===== config.mk =====
export PLATFORM = sky130hd
export DESIGN_NAME = fetch_stage
export DESIGN_NICKNAME = d
export VERILOG_FILES = /design/src/rtl/y86_pkg.sv /design/src/rtl/instr_split.sv /design/src/rtl/fetch_stage.sv
export SDC_FILE = /design/constraint.sdc
export NUM_CORES = 1
export LEC_CHECK = 0
export BUFFER_PORTS_ARGS = -buffer_cell sky130_fd_sc_hd__buf_2
export CAP_MARGIN = 20
export CORE_AREA = 5 5 192 194
export DETAILED_ROUTE_END_ITERATION = 8
export DIE_AREA = 0 0 197 199
export GPL_ROUTABILITY_DRIVEN = 0
export SETUP_SLACK_MARGIN = 0.02
export SYNTH_ARGS = -nofsm -noshare
export SYNTH_HDL_FRONTEND = slang
export SYNTH_SLANG_ARGS = --single-unit

===== constraint.sdc =====
create_clock -name clk -period 11.97 [get_ports clk]
set_input_delay 1.197 -clock clk [delete_from_list [all_inputs] [get_ports clk]]
set_output_delay 1.197 -clock clk [all_outputs]
set_load 0.02 [all_outputs]

===== src/rtl/y86_pkg.sv =====
// rtl/y86_pkg.sv - Y86-64 icode/status constants, D-register layout and instruction lengths.
package y86_pkg;

  localparam logic [3:0] I_HALT   = 4'h0;
  localparam logic [3:0] I_NOP    = 4'h1;
  localparam logic [3:0] I_RRMOVQ = 4'h2;
  localparam logic [3:0] I_IRMOVQ = 4'h3;
  localparam logic [3:0] I_RMMOVQ = 4'h4;
  localparam logic [3:0] I_MRMOVQ = 4'h5;
  localparam logic [3:0] I_OPQ    = 4'h6;
  localparam logic [3:0] I_JXX    = 4'h7;
  localparam logic [3:0] I_CALL   = 4'h8;
  localparam logic [3:0] I_RET    = 4'h9;
  localparam logic [3:0] I_PUSHQ  = 4'hA;
  localparam logic [3:0] I_POPQ   = 4'hB;

  localparam logic [2:0] STAT_BUB = 3'd0;
  localparam logic [2:0] STAT_AOK = 3'd1;
  localparam logic [2:0] STAT_HLT = 3'd2;
  localparam logic [2:0] STAT_ADR = 3'd3;
  localparam logic [2:0] STAT_INS = 3'd4;

  localparam logic [3:0] RNONE = 4'hF;

  typedef struct packed {
    logic [2:0]  stat;
    logic [3:0]  icode;
    logic [3:0]  ifun;
    logic [3:0]  rA;
    logic [3:0]  rB;
    logic [63:0] valC;
    logic [63:0] valP;
  } d_reg_t;

  localparam d_reg_t D_BUBBLE = '{stat: STAT_BUB, icode: I_NOP, ifun: 4'h0,
                                  rA: RNONE, rB: RNONE, valC: 64'h0, valP: 64'h0};

  function automatic logic [3:0] instr_len(input logic [3:0] icode);
    case (icode)
      I_RRMOVQ, I_OPQ, I_PUSHQ, I_POPQ: instr_len = 4'd2;
      I_JXX, I_CALL:                    instr_len = 4'd9;
      I_IRMOVQ, I_RMMOVQ, I_MRMOVQ:     instr_len = 4'd10;
      default:                          instr_len = 4'd1;
    endcase
  endfunction

endpackage


===== src/rtl/instr_split.sv =====
// rtl/instr_split.sv - Combinational split of raw instruction bytes into fields, length and validity.
module instr_split
  import y86_pkg::*;
(
  input  logic [79:0] bytes_i,
  output logic [3:0]  icode_o,
  output logic [3:0]  ifun_o,
  output logic [3:0]  rA_o,
  output logic [3:0]  rB_o,
  output logic [63:0] valC_o,
  output logic [3:0]  len_o,
  output logic        valid_o
);

  logic regids;

  always_comb begin
    icode_o = bytes_i[7:4];
    ifun_o  = bytes_i[3:0];

    case (icode_o)
      I_RRMOVQ, I_JXX:                      valid_o = (ifun_o <= 4'd6);
      I_OPQ:                                valid_o = (ifun_o <= 4'd3);
      I_HALT, I_NOP, I_IRMOVQ, I_RMMOVQ,
      I_MRMOVQ, I_CALL, I_RET, I_PUSHQ,
      I_POPQ:                               valid_o = (ifun_o == 4'h0);
      default:                              valid_o = 1'b0;
    endcase

    case (icode_o)
      I_RRMOVQ, I_IRMOVQ, I_RMMOVQ, I_MRMOVQ,
      I_OPQ, I_PUSHQ, I_POPQ:               regids = 1'b1;
      default:                              regids = 1'b0;
    endcase

    rA_o = regids ? bytes_i[15:12] : RNONE;
    rB_o = regids ? bytes_i[11:8]  : RNONE;

    // Branch targets follow byte0 directly; memory forms skip the register byte.
    case (icode_o)
      I_JXX, I_CALL:                 valC_o = bytes_i[71:8];
      I_IRMOVQ, I_RMMOVQ, I_MRMOVQ:  valC_o = bytes_i[79:16];
      default:                       valC_o = 64'h0;
    endcase

    len_o = valid_o ? instr_len(icode_o) : 4'd1;
  end

endmodule


===== src/rtl/fetch_stage.sv =====
// rtl/fetch_stage.sv - Y86-64 fetch: PC select, predicted PC and F/D register.
// Optional halt/error freeze enabled by FETCH_HALT_FREEZE_EN.
module fetch_stage
  import y86_pkg::*;
#(
  parameter logic [63:0] RESET_PC = 64'h0
) (
  input  logic        clk,
  input  logic        rst,
  input  logic        F_stall,
  input  logic        D_stall,
  input  logic        D_bubble,
  input  logic [3:0]  M_icode,
  input  logic        M_Cnd,
  input  logic [63:0] M_valA,
  input  logic [3:0]  W_icode,
  input  logic [63:0] W_valM,
  output logic [63:0] imem_addr,
  input  logic [79:0] imem_data,
  input  logic        imem_error,
  output logic [2:0]  D_stat,
  output logic [3:0]  D_icode,
  output logic [3:0]  D_ifun,
  output logic [3:0]  D_rA,
  output logic [3:0]  D_rB,
  output logic [63:0] D_valC,
  output logic [63:0] D_valP,
  output logic [63:0] F_predPC_o
);

  logic [63:0] pred_pc_q, pred_pc_d;
  d_reg_t      d_q, d_d;
  d_reg_t      fetched;

  logic        mispredict, ret_redirect, redirect;
  logic [63:0] f_pc, f_pred_pc;
  logic [3:0]  s_icode, s_ifun, s_rA, s_rB, s_len, f_len;
  logic [63:0] s_valC;
  logic        s_valid;
  logic        hold;

  assign mispredict   = (M_icode == I_JXX) && !M_Cnd;
  assign ret_redirect = (W_icode == I_RET);
  assign redirect     = mispredict || ret_redirect;

  always_comb begin
    if (mispredict)        f_pc = M_valA;
    else if (ret_redirect) f_pc = W_valM;
    else                   f_pc = pred_pc_q;
  end

  assign imem_addr = f_pc;

  instr_split u_split (
    .bytes_i (imem_data),
    .icode_o (s_icode),
    .ifun_o  (s_ifun),
    .rA_o    (s_rA),
    .rB_o    (s_rB),
    .valC_o  (s_valC),
    .len_o   (s_len),
    .valid_o (s_valid)
  );

  always_comb begin
    fetched.icode = s_icode;
    fetched.ifun  = s_ifun;
    fetched.rA    = s_rA;
    fetched.rB    = s_rB;
    fetched.valC  = s_valC;
    f_len         = s_len;
    // A failed fetch carries no usable bytes, so it degrades to a 1-byte NOP.
    if (imem_error) begin
      fetched.stat  = STAT_ADR;
      fetched.icode = I_NOP;
      fetched.rA    = RNONE;
      fetched.rB    = RNONE;
      fetched.valC  = 64'h0;
      f_len         = 4'd1;
    end else if (!s_valid) begin
      fetched.stat  = STAT_INS;
    end else if (s_icode == I_HALT) begin
      fetched.stat  = STAT_HLT;
    end else begin
      fetched.stat  = STAT_AOK;
    end
    fetched.valP = f_pc + {60'h0, f_len};
    f_pred_pc    = ((fetched.icode == I_JXX) || (fetched.icode == I_CALL)) ?
                   fetched.valC : fetched.valP;
  end

`ifdef FETCH_HALT_FREEZE_EN
  logic frozen_q, frozen_d;

  assign hold = frozen_q && !redirect;

  always_comb begin
    frozen_d = frozen_q;
    if (!D_stall && !D_bubble && !hold &&
        (fetched.stat == STAT_HLT || fetched.stat == STAT_ADR || fetched.stat == STAT_INS))
      frozen_d = 1'b1;
    else if (redirect)
      frozen_d = 1'b0;
  end

  always_ff @(posedge clk) begin
    if (rst) frozen_q <= 1'b0;
    else     frozen_q <= frozen_d;
  end
`else
  assign hold = 1'b0;
`endif

  always_comb begin
    pred_pc_d = pred_pc_q;
    if (!F_stall && !hold) pred_pc_d = f_pred_pc;
    d_d = d_q;
    if (!D_stall) d_d = (D_bubble || hold) ? D_BUBBLE : fetched;
  end

  always_ff @(posedge clk) begin
    if (rst) begin
      pred_pc_q <= RESET_PC;
      d_q       <= D_BUBBLE;
    end else begin
      pred_pc_q <= pred_pc_d;
      d_q       <= d_d;
    end
  end

  assign F_predPC_o = pred_pc_q;
  assign D_stat     = d_q.stat;
  assign D_icode    = d_q.icode;
  assign D_ifun     = d_q.ifun;
  assign D_rA       = d_q.rA;
  assign D_rB       = d_q.rB;
  assign D_valC     = d_q.valC;
  assign D_valP     = d_q.valP;

endmodule


==> flow_summary.toml <==
[status]
run_status = "finished, final reports clean"

[detailed_routing]
drt_wl_cell_um = 24.2
num_vias = 13800
detailedRoute.firstPassIterationCount = 7
via_per_inst = 5.65
detail_route.iter0.violations = 1160
post_route_ant_nets = 0
drt_drc_violations_left = 0
routed_wirelength_um = 59200

[timing]
maxSlewHeadroom = 0.267
grt_setup_unrepaired = "false"
finalClockSkew_ns = 0.00776
max_freq_ghz = 0.180
holdWs_ns = 0.461
layout_min_cycle_time_ns = 5.54
timing_max_transition_violations_final = 0
finalSetupViolations = 0
period_share = 0.463
setup_tns_ns = 0
final_hold_viol_count = 0
worst_slew_pin_slew_ns = 1.10

[logic_synthesis]
async_reset_ff_frac = 0
synth.cell_area_um2 = 12100
postSynthRegisterBits = 211
yosys.area.top_type = "sky130_fd_sc_hd__dfxtp_1"
syn_inst = 1551
synth_top_flop_cell = "sky130_fd_sc_hd__dfxtp_1"
synth-warning-count = 0
synth-seq-area-share = 0.350
post-synth-top-area-fraction = 0.350
ys_top_cells_by_area = "sky130_fd_sc_hd__dfxtp_1, sky130_fd_sc_hd__nor2_1, sky130_fd_sc_hd__a22oi_1, sky130_fd_sc_hd__mux2i_1, sky130_fd_sc_hd__nand2_1"
synth.avg_cell_area_um2 = 7.78
synth_edf_count = 0
synth_cell_type_count = 74
postSynthNetCount = 1778

[power_and_ir_drop]
vdd.ir_drop.worst_uv = 99.1
total_switching_power_mw = 0.545
static-leakage-power_nw = 7.10
pwr_density_cell_nw_per_um2 = 121
sw_frac_of_total = 0.288
seq_power_share = 0.388
internal-power_mw = 1.35
clkPwrFrac = 0.448
power_frac_comb = 0.164

[setup_path]
timing.critical_path.to_type = "register"
crit_path_max_fanout = 39
timing.critical_path.from = "W_icode[2]"
critical_path_class = "primary input to register"
crit_arrival_ns = 5.96
worstPathRequired_ns = 12.39
crit-reg2reg-launch = "F_predPC_o[0]"
setup.worst_path.start_class = "primary input"

[grt]
grt_pass1_vias = 13300
globalRoute.totalOverflow = 0
antenna_violations_before_repair = 4
grt_pass1_wl_um = 85200
grt_util_all_layers = 0.280
grt_max_degree = 84

[layout]
nNetsFinal = 2193
layout-drive-gt1-share = 0.304
instances_no_fill = 2447
layout.cell_area.non_filler_um2 = 15700
fillers = 3592
area_delta_synth_final_pct = 29.9

[floorplan]
initial_core_util = 0.344
ioPinCount = 498
core_um2 = 35100
num_rows = 69
die_area_um2 = 39200
die_w_um = 197
die-height_um = 199

[place]
postPlaceCellArea_um2 = 14800
buffer_ports.inserted = 497
hpwl_after_detailed_placement_um = 45000
cell_count_after_placement = 2400

[clock_tree]
cts_repair_resize_count = 0
numClockSinks = 211
postCtsSetupRepairBufs = 0
cts-root-buf = "sky130_fd_sc_hd__clkbuf_16"
path_clk_slew_ns = 0.06
cts_inserted_buffers = 25
htree_levels = 1
cts_tree = "built"
ctsHoldBuffers = 0
clock_insertion_delay_worst_skew_ns = 0.53
clockBufferDepth = 3

[min_path]
worstHoldStart = "D_valP[39]"
hp-class = "register to register"

[flow_run]
cap_viol_max_count = 0
[sequential cells by signal (all words and copies together) (netlist names)]
name / count
D_valC: 64
D_valP: 64
F_predPC_o: 64
D_icode: 4
D_ifun: 4
D_rA: 4
D_rB: 4
D_stat: 3
[critical path: stages]
cell	delay [ns]
sky130_fd_sc_hd__buf_2	0.10
sky130_fd_sc_hd__and4bb_4	0.77
sky130_fd_sc_hd__mux2i_1	0.15
sky130_fd_sc_hd__o21ai_0	0.23
sky130_fd_sc_hd__ha_1	0.21
sky130_fd_sc_hd__inv_1	0.06
sky130_fd_sc_hd__fa_1	0.41
sky130_fd_sc_hd__nor2b_1	0.18
sky130_fd_sc_hd__a41o_1	0.18
sky130_fd_sc_hd__a31o_2	0.14
sky130_fd_sc_hd__o211ai_1	0.32
sky130_fd_sc_hd__nor4_4	0.84
sky130_fd_sc_hd__nand2b_2	0.36
sky130_fd_sc_hd__nor4_4	0.30
sky130_fd_sc_hd__xnor2_1	0.13
sky130_fd_sc_hd__a2111oi_2	0.33
[power by group through the flow]
| stage | registers, mW | logic, mW | clock network (mW) |
|---|---|---|---|
| after global placement | 0.749 | 0.303 | 0 |
| after floorplan | 0.763 | 0.150 | 0 |
| after global routing | 0.735 | 0.330 | 0.884 |
| after detailed placement | 0.749 | 0.306 | 0 |
| after CTS | 0.734 | 0.307 | 0.861 |
| final | 0.734 | 0.310 | 0.848 |
[layout by cell type (no fill, tap or decap), types with 26 or more instances in the layout]
| cell | n |
|---|---|
| sky130_fd_sc_hd__a22oi_1 | 111 |
| sky130_fd_sc_hd__a22o_1 | 38 |
| sky130_fd_sc_hd__dfxtp_1 | 211 |
| sky130_fd_sc_hd__nor3_1 | 49 |
| sky130_fd_sc_hd__buf_2 | 495 |
| sky130_fd_sc_hd__a21oi_1 | 96 |
| sky130_fd_sc_hd__nor2_1 | 228 |
| sky130_fd_sc_hd__mux2i_1 | 83 |
| sky130_fd_sc_hd__inv_1 | 31 |
| sky130_fd_sc_hd__xnor2_1 | 40 |
| sky130_fd_sc_hd__o21ai_0 | 68 |
| sky130_fd_sc_hd__nand3_1 | 26 |
| sky130_fd_sc_hd__nand2_1 | 191 |
[synth_stat cells (12+ instances only)]
cell type / number
sky130_fd_sc_hd__a21oi_1: 96
sky130_fd_sc_hd__a22o_1: 38
sky130_fd_sc_hd__a22oi_1: 111
sky130_fd_sc_hd__and3_1: 17
sky130_fd_sc_hd__clkbuf_1: 96
sky130_fd_sc_hd__dfxtp_1: 211
sky130_fd_sc_hd__inv_1: 31
sky130_fd_sc_hd__mux2_2: 16
sky130_fd_sc_hd__mux2i_1: 83
sky130_fd_sc_hd__nand2_1: 192
sky130_fd_sc_hd__nand2b_1: 12
sky130_fd_sc_hd__nand3_1: 26
sky130_fd_sc_hd__nand4_1: 12
sky130_fd_sc_hd__nor2_1: 233
sky130_fd_sc_hd__nor2b_1: 18
sky130_fd_sc_hd__nor3_1: 50
sky130_fd_sc_hd__o21ai_0: 68
sky130_fd_sc_hd__xnor2_1: 40
sky130_fd_sc_hd__xor2_1: 22
[cell type report]
cell class              instances  area [um^2]  area share
repair buffers                516         2640       0.169
well taps                     461          577      0.0368
diodes                          2         5.00    0.000319
flip-flops and latches        211         4220       0.270
multi-input cells            1181         7200       0.460
clock inverters                 9          174      0.0111
inverters                      31          116     0.00743
clock buffers                  36          727      0.0464
[routing by layer]
layer / wire length (um) / part of all wire / global-route usage / vias up
li1: - / - / - / 6336
met1: 25900 / 0.44 / 0.400 / 6608
met2: 26000 / 0.44 / 0.430 / 785
met3: 5690 / 0.096 / 0.0596 / 97
met4: 1590 / 0.027 / 0.0732 / 2
met5: 20 / 0.00034 / 0 / -
[stage by stage]
step | setup WS, ns | util | power (mW)
after floorplan | 5.72 | - | 0.913
after global placement | 6.10 | 0.421 | 1.05
after detailed placement | 5.99 | 0.421 | 1.06
after CTS | 6.55 | 0.447 | 1.90
after global routing | 6.10 | 0.447 | 1.95
final | 6.43 | 0.447 | 1.89
[kinds of logic (layout without fill, tap and decap cells)]
| group | count (synthesis) | count (layout) | share of synthesized area |
|---|---|---|---|
| other cells | 0 | 2 | 0 |
| compound gates | 398 | 398 | 0.221 |
| buf+inv | 159 | 592 | 0.0568 |
| flops | 211 | 211 | 0.350 |
| simple gates | 613 | 613 | 0.234 |
| xor+xnor | 62 | 62 | 0.0450 |
| fa+ha+maj | 4 | 4 | 0.00477 |
| mux | 104 | 104 | 0.0884 |
[worst paths after layout]
| check | endpoint | slack, ns | cells past startpoint |
|---|---|---|---|
| setup reg to reg | F_predPC_o[60] | 7.68 | 14 |
| hold reg to reg | D_valP[39] | 0.46 | 2 |
| hold / removal | D_valP[39] | 0.46 | 2 |
| setup / recovery | F_predPC_o[60] | 6.43 | 16 |
(Power assumes the default switching activity.)
